`config.mk`:
```
export PLATFORM = sky130hd
export DESIGN_NAME = alu8_seq_flat
export DESIGN_NICKNAME = d
export VERILOG_FILES = /design/src/rtl/alu8_seq_if.sv /design/src/rtl/alu8_seq.sv /design/src/flat_wrapper.sv
export SDC_FILE = /design/constraint.sdc
export NUM_CORES = 1
export LEC_CHECK = 0
export ABC_AREA = 1
export BUFFER_PORTS_ARGS = -buffer_cell sky130_fd_sc_hd__buf_2
export CAP_MARGIN = 30
export CORE_MARGIN = 5
export CORE_UTILIZATION = 55
export DETAILED_ROUTE_END_ITERATION = 7
export HOLD_SLACK_MARGIN = 0.06
export PLACE_DENSITY = 0.87
export SYNTH_ARGS = -nofsm -noshare
export SYNTH_HDL_FRONTEND = slang
export SYNTH_SLANG_ARGS = --single-unit
```
`constraint.sdc`:
```
create_clock -name clk -period 5.9 [get_ports clk]
set_input_delay 0.295 -clock clk [delete_from_list [all_inputs] [get_ports clk]]
set_output_delay 0.295 -clock clk [all_outputs]
set_load 0.02 [all_outputs]
```
`src/rtl/alu8_seq_if.sv`:
```
// Request/response bundle between decode logic and the alu8 sequencer.
// master = requester/consumer side, slave = sequencer side.
interface alu8_seq_if;
    logic        req_valid;
    logic        req_ready;
    logic [1:0]  req_op;
    logic [7:0]  req_a;
    logic [7:0]  req_b;
    logic        resp_valid;
    logic        resp_ready;
    logic [15:0] result;
    logic        flag;
    logic        busy;

    modport master (
        output req_valid, req_op, req_a, req_b, resp_ready,
        input  req_ready, resp_valid, result, flag, busy
    );

    modport slave (
        input  req_valid, req_op, req_a, req_b, resp_ready,
        output req_ready, resp_valid, result, flag, busy
    );
endinterface

```
`src/rtl/alu8_seq.sv`:
```
// Sequencer driving one 8-bit add/sub ALU: ADD/SUB in one pass, unsigned 8x8 MUL by 8 shift-and-add passes.
// Latency: accept at edge T, resp_valid from T+1 (ADD/SUB) or T+8 (MUL).
// Backpressure: result held in DONE until resp_ready; req_ready only in IDLE, so no new accept meanwhile.
module alu8_seq #(
    parameter bit CLR_ON_ACCEPT = 1'b1
) (
    input  logic       clk,
    input  logic       rst_n,
    alu8_seq_if.slave  bus
);
    typedef enum logic [1:0] {IDLE, CALC, DONE} state_t;

    state_t      state;
    logic [7:0]  a_reg;
    logic [7:0]  hi;
    logic [7:0]  lo;
    logic [2:0]  cnt;
    logic        is_mul;
    logic        is_sub;
    logic [15:0] result_q;
    logic        flag_q;
    logic        resp_valid_q;
    logic        busy_q;

    // alu8: ovf is the unsigned out-of-range bit (carry on add, borrow on sub)
    logic [7:0]  alu_a;
    logic [7:0]  alu_b;
    logic        alu_sub;
    logic [7:0]  alu_sum;
    logic        alu_ovf;
    logic [8:0]  alu_wide;

    logic        mul_carry;
    logic        step_c;
    logic [7:0]  step_s;
    logic [15:0] mul_next;

    always_comb begin
        alu_a    = is_mul ? hi : a_reg;
        alu_b    = is_mul ? a_reg : lo;
        alu_sub  = (state == CALC) && !is_mul && is_sub;
        alu_wide = alu_sub ? ({1'b0, alu_a} - {1'b0, alu_b})
                           : ({1'b0, alu_a} + {1'b0, alu_b});
        alu_sum  = alu_wide[7:0];
        alu_ovf  = alu_wide[8];
    end

    // Multiply step: carry recovered from the wrapped sum rather than from ovf
    always_comb begin
        mul_carry = (alu_sum < hi);
        step_c    = lo[0] ? mul_carry : 1'b0;
        step_s    = lo[0] ? alu_sum : hi;
        mul_next  = {step_c, step_s, lo[7:1]};
    end

    always_ff @(posedge clk or negedge rst_n) begin
        if (!rst_n) begin
            state        <= IDLE;
            a_reg        <= 8'h00;
            hi           <= 8'h00;
            lo           <= 8'h00;
            cnt          <= 3'd0;
            is_mul       <= 1'b0;
            is_sub       <= 1'b0;
            result_q     <= 16'h0000;
            flag_q       <= 1'b0;
            resp_valid_q <= 1'b0;
            busy_q       <= 1'b0;
        end else begin
            case (state)
                IDLE: begin
                    if (bus.req_valid) begin
                        a_reg  <= bus.req_a;
                        lo     <= bus.req_b;
                        hi     <= 8'h00;
                        cnt    <= 3'd0;
                        is_mul <= (bus.req_op == 2'b10);
                        is_sub <= (bus.req_op == 2'b01);
                        busy_q <= 1'b1;
                        state  <= CALC;
                        if (CLR_ON_ACCEPT) begin
                            result_q <= 16'h0000;
                            flag_q   <= 1'b0;
                        end
                    end
                end
                CALC: begin
                    if (!is_mul) begin
                        result_q     <= {8'h00, alu_sum};
                        flag_q       <= alu_ovf;
                        busy_q       <= 1'b0;
                        resp_valid_q <= 1'b1;
                        state        <= DONE;
                    end else begin
                        {hi, lo} <= mul_next;
                        cnt      <= cnt + 3'd1;
                        if (cnt == 3'd7) begin
                            result_q     <= mul_next;
                            flag_q       <= 1'b0;
                            busy_q       <= 1'b0;
                            resp_valid_q <= 1'b1;
                            state        <= DONE;
                        end
                    end
                end
                DONE: begin
                    if (bus.resp_ready) begin
                        resp_valid_q <= 1'b0;
                        state        <= IDLE;
                    end
                end
                default: state <= IDLE;
            endcase
        end
    end

    assign bus.req_ready  = (state == IDLE) && rst_n;
    assign bus.resp_valid = resp_valid_q;
    assign bus.result     = result_q;
    assign bus.flag       = flag_q;
    assign bus.busy       = busy_q;
endmodule
```
`src/flat_wrapper.sv`:
```
// flat-port wrapper written by rule: the top's interface ports become plain ports
module alu8_seq_flat 
#(
    parameter bit CLR_ON_ACCEPT = 1'b1
)
  (clk, rst_n, bus_req_valid, bus_req_op, bus_req_a, bus_req_b, bus_resp_ready, bus_req_ready, bus_resp_valid, bus_result, bus_flag, bus_busy);
  alu8_seq_if bus_i ();
  input  logic clk;
  input  logic rst_n;
  input wire logic [$bits(bus_i.req_valid)-1:0] bus_req_valid;
  input wire logic [$bits(bus_i.req_op)-1:0] bus_req_op;
  input wire logic [$bits(bus_i.req_a)-1:0] bus_req_a;
  input wire logic [$bits(bus_i.req_b)-1:0] bus_req_b;
  input wire logic [$bits(bus_i.resp_ready)-1:0] bus_resp_ready;
  output wire logic [$bits(bus_i.req_ready)-1:0] bus_req_ready;
  output wire logic [$bits(bus_i.resp_valid)-1:0] bus_resp_valid;
  output wire logic [$bits(bus_i.result)-1:0] bus_result;
  output wire logic [$bits(bus_i.flag)-1:0] bus_flag;
  output wire logic [$bits(bus_i.busy)-1:0] bus_busy;
  assign bus_i.req_valid = bus_req_valid;
  assign bus_i.req_op = bus_req_op;
  assign bus_i.req_a = bus_req_a;
  assign bus_i.req_b = bus_req_b;
  assign bus_i.resp_ready = bus_resp_ready;
  assign bus_req_ready = bus_i.req_ready;
  assign bus_resp_valid = bus_i.resp_valid;
  assign bus_result = bus_i.result;
  assign bus_flag = bus_i.flag;
  assign bus_busy = bus_i.busy;
  alu8_seq #(.CLR_ON_ACCEPT(CLR_ON_ACCEPT)) u_core (.clk(clk), .rst_n(rst_n), .bus(bus_i));
endmodule
```
## Word level (Yosys, flattened, before mapping)

Cells that the tools add are included.

| word-level totals | value |
|---|---|
| logic and storage cells | 70 |
| register bits | 50 |
| output and inout bits | 20 |
| latch bits | 0 |
| input bits | 22 |
| memories kept | 0 |
| RAM bits | 0 |
| memory bits (read-only) | 0 |

| cells by class | value |
|---|---|
| equal/unequal tests | 9 |
| reduce and logical (&&, ||, !) cells | 12 |
| mux-type cells | 34 |
| bitwise logic cells | 0 |
| shift operators | 0 |
| $mul | 0 |
| magnitude comparators | 1 |
| divide/modulo/power cells | 0 |
| add/sub/neg operators | 3 |

Operators by type and width:

| operator | number |
|---|---|
| $mux W8 | 7 |
| $mux W16 | 3 |
| $pmux W16 S2 | 1 |
| $pmux W8 S2 | 2 |
| $reduce_and A3 Y1 | 4 |
| $add A8 B8 Y9 | 1 |
| $mux W1 | 9 |
| $mux W9 | 1 |
| $sub A8 B8 Y9 | 1 |
| $lt A8 B8 Y1 | 1 |
| $mux W2 | 4 |
| $mux W3 | 2 |
| $pmux W1 S2 | 3 |
| $pmux W2 S3 | 1 |
| $pmux W3 S2 | 1 |
| $eq A2 B1 Y1 const B | 2 |
| $eq A2 B2 Y1 const B | 2 |
| $ne A2 B2 Y1 const B | 2 |
| $reduce_bool A2 Y1 | 2 |
| $add A3 B1 Y3 const B | 1 |
| $eq A3 B3 Y1 const B | 1 |
| $logic_and A1 B1 Y1 | 3 |
| $ne A3 B3 Y1 const B | 1 |
| $logic_not A2 Y1 | 1 |
| other kinds (3) | 3 |

## Depth between registers and ports, before layout

| logic depth | value |
|---|---|
| depth after elaboration | 9 |
| depth in mapped cells | 23 |
| depth with buffers taken out | 23 |

## Least setup slack after synthesis

OpenSTA, ideal clock, no wires.

| timing path | value |
|---|---|
| path type | reg2reg |
| from | register u_core.is_mul |
| to | register u_core.result_q[15], in the netlist u_core.bus.result[15] |
| slack | 2.854 ns |
| required time | 5.782 ns |
| stages on the path, launching flop included | 19 |
| library setup time | 0.118 ns |
| buffers on the path | 1 |
| data arrival time | 2.928 ns |
| clock period less this slack | 3.046 ns |
| cell sequence | dfrtp_1 buf_4 o21ai_1 inv_1 ha_1 o21ai_0 inv_1 fa_1 inv_1 nand3_1 nand2_1 nand2_1 nand3_1 nand2_1 ha_1 nand2_1 o21a_1 nand4_1 nand2_1 |

| between the ends | value |
|---|---|
| word-level cells in the longest chain between the ends | 9 |
| elaborated cells between the ends (all ways) | 15 |
| classes of those cells | add/sub (2); order compare (1); eq/ne (1); mux (7); reduce/logical (4) |

Ends and longest elaborated chain:

| what | RTL line | text |
|---|---|---|
| start: declaration | alu8_seq.sv:18 | `logic is_mul;` |
| start signal: assignment | alu8_seq.sv:77 | `is_mul <= (bus.req_op == 2'b10);` |
| parallel branches: the longest is 9 deep, another holds $add A8 B8 Y9 | -- |  |
| end signal: assignment | alu8_seq.sv:89 | `result_q <= {8'h00, alu_sum};` |
| end signal: assignment | alu8_seq.sv:98 | `result_q <= mul_next;` |
| end: declaration | alu8_seq.sv:20 | `logic [15:0] result_q;` |

Parallel ways; which one is timed is not known. The select of a mux whose other input is x is not followed.
A chain may end at the register's enable or synchronous reset.

## Final worst setup path

| timing path | value |
|---|---|
| from | register u_core.lo[0] |
| to | register u_core.result_q[15], in the netlist u_core.bus.result[15] |

| between the ends | value |
|---|---|
| word-level cells in the longest chain between the ends | 8 |
| elaborated cells between the ends (all ways) | 9 |
| classes of those cells | add/sub (2); order compare (1); mux (6) |

Ends and longest elaborated chain:

| what | RTL line | text |
|---|---|---|
| start: declaration | alu8_seq.sv:16 | `logic [7:0] lo;` |
| start signal: assignment | alu8_seq.sv:74 | `lo <= bus.req_b;` |
| start signal: assignment | alu8_seq.sv:95 | `{hi, lo} <= mul_next;` |
| $mux W8 | alu8_seq.sv:40 | `alu_b = is_mul ? a_reg : lo;` |
| $add A8 B8 Y9 or $sub A8 B8 Y9 (tied branches) | alu8_seq.sv:43, alu8_seq.sv:42 |  |
| $mux W9 | alu8_seq.sv:42 | `alu_wide = alu_sub ? ({1'b0, alu_a} - {1'b0, alu_b})` |
| $lt A8 B8 Y1 | alu8_seq.sv:50 | `mul_carry = (alu_sum < hi);` |
| $mux W1 (*) | alu8_seq.sv:51 | `step_c = lo[0] ? mul_carry : 1'b0;` |
| $mux W16 (*) | alu8_seq.sv:97 | `if (cnt == 3'd7) begin` |
| $mux W16 (*) | alu8_seq.sv:88 | `if (!is_mul) begin` |
| $pmux W16 S2 (*) | alu8_seq.sv:70 | `case (state)` |

Every way passes the cells marked *; elsewhere a longest branch is shown, timed or not. The select of a mux whose other input is x is not followed.

==> results.yml <==
cts:
  path_clk_slew_ns: 0.09
  cts_resized: 0
  numCtsBuffers: 5
  postCtsSetupBuffers: 0
  clk_path_buf_depth: 2
  cts_root_buffer: "clkbuf_8"
  cts_hold_buffers: 0
  tritoncts: "built"
  h-tree-depth: 2
  clock-sinks: 50
  insertion_delay_ns: 0.31
sta:
  slew_violations: 0
  slew-limit-headroom: 0.439
  hold_ws_ns: 0.0755
  period_share: 0.622
  finClkSkew_ns: 0.00932
  fin_setup_tns_ns: 0
  worstMarginPinSlew_ns: 0.841
  max_freq_ghz: 0.273
  setup_viol: 0
  period_minus_slack_ns: 3.67
  rsz0062_at_grt: "false"
  finalHoldViolCount: 0
drt:
  vias: 2907
  via_per_inst: 5.45
  drtIter0Drc: 249
  wl_um: 7450
  detail-route-antenna-nets: 0
  drc: 0
  dr.pass1.iters: 6
  routedWlPerCell_um: 14.0
yosys:
  synth-seq-area-share: 0.400
  syn_inst: 422
  yosys_most_used_dff: "dfrtp_1"
  synth_edf_count: 0
  synth.distinct_cells: 35
  synth.cell_area_um2: 3130
  yosysWarnings: 0
  synth_nets: 463
  synth_top_area_frac: 0.400
  synth-seq-cells: 50
  avgSynthCellArea_um2: 7.41
  ys_async_sr_fraction: 1.00
  synth_area_leaders: "dfrtp_1 (40%), nand2_1 (19%), ha_1 (7.2%)"
  synth_top_cell_by_area: "dfrtp_1"
worst_setup_path:
  cp.required_ns: 6.14
  r2r_start: "u_core.lo[0]"
  path_max_fanout: 12
  crit_start: "u_core.lo[0]"
  crit_type: "flip-flop to flip-flop"
  critical_path_arrival_ns: 3.91
  startpoint_type: "flip-flop"
  reg2regPathDepth: 20
  cp-end-kind: "flip-flop"
run:
  drv_cap: 0
global_route:
  antenna_found_initial: 0
  track_usage: 0.218
  grt_max_degree: 52
  grt_pass1_vias: 2924
  grt.overflow.total: 0
  grt_pass1_wl_um: 12800
layout:
  final_common_cell: "nand2_1"
  area_delta_synth_final_pct: 10.7
  nets: 501
  final_cell_mix: "nand2_1 (158), dfrtp_1 (50), inv_1 (46), buf_2 (41), o21ai_0 (28)"
  drive_gt1_frac: 0.148
  insertedDiodeCount: 0
  largest_reg_flops: 16
floorplan:
  start_util: 0.568
  num_rows: 27
  core_um2: 5510
  die-area_um2: 7290
  dieHeight_um: 85.4
  io_pins: 42
  die_x_um: 85.4
run_status:
  run_status: "finished, final reports clean"
hold_path:
  holdCritPathClass: "input pin to async pin"
placement:
  place_congestion: 0.939
  dp_hpwl_um: 5770
  portBuffers: 41
==> cell families after synthesis <==
logic type / synth area share
compound gates: 0.124
xor+xnor: 0.0224
fa+ha+maj: 0.0784
buf+inv: 0.0844
flops: 0.400
simple gates: 0.291
==> worst paths after layout <==
check	endpoint	slack [ns]
setup / recovery	u_core.bus.result[15]	2.23
hold / removal	u_core.hi[6]	0.08
setup reg to reg	u_core.bus.result[15]	2.23
hold reg to reg	u_core.state[1]	0.48
max in group asynchronous	u_core.is_sub	5.40
min in group clk	u_core.state[1]	0.17
==> cell usage after synthesis (2+ instances only) <==
master	n
nand4_1	3
clkbuf_1	5
nand2_2	3
inv_2	6
o211ai_1	3
a21oi_1	11
buf_4	3
dfrtp_1	50
o21ai_2	2
xor2_1	3
o31ai_1	2
buf_2	2
nor2_8	2
a22o_1	2
nor2_1	18
o221ai_1	2
a31oi_1	5
nand2_1	158
xnor2_1	5
nor2_4	2
o21ai_0	28
nand3_1	27
o21ai_1	6
ha_1	18
inv_1	46
==> cell type report <==
type / instances / area (µm²)
multi-input combinational: 308 / 1610
tap: 72 / 90.1
fill: 493 / 2040
inverter: 53 / 201
clock buffer: 6 / 82.6
clock inverter: 2 / 12.5
timing repair buffer: 42 / 213
sequential: 50 / 1250
==> critical path, cell delays in order, from the launching register on <==
cell and delay (ns):
dfrtp_1 0.58, inv_1 0.26, o21ai_1 0.31, inv_1 0.10, ha_1 0.21, nand3_1 0.08
nor2_1 0.07, a21oi_1 0.20, xnor2_1 0.14, ha_1 0.30, nand2_1 0.10, inv_1 0.04
a21oi_1 0.18, nand2_1 0.07, nand2_1 0.07, nand2_1 0.07, ha_1 0.29, a21oi_1 0.17
o21a_1 0.16, nand4_1 0.10, nand2_1 0.08
==> stage by stage <==
step / cell area (µm²) / util / cells / setup slack [ns]
floorplan: 3130 / - / 422 / 2.85
global route: 3460 / 0.629 / 533 / 1.81
CTS: 3460 / 0.629 / 533 / 2.27
finish: 3460 / 0.629 / 533 / 2.23
detailed placement: 3370 / 0.611 / 525 / 2.31
global placement: 3370 / 0.611 / 525 / 2.42
==> metal layers <==
layer | share of wire | GRT usage | vias up
li1 | - | - | 1430
met1 | 0.43 | 0.272 | 1322
met4 | 0.032 | 0.106 | 0
met2 | 0.46 | 0.348 | 130
met3 | 0.084 | 0.0612 | 25
met5 | 0 | 0 | -
Power is not shown: default switching activity piles up to over one toggle a cycle in this logic, so the estimate is an artifact.
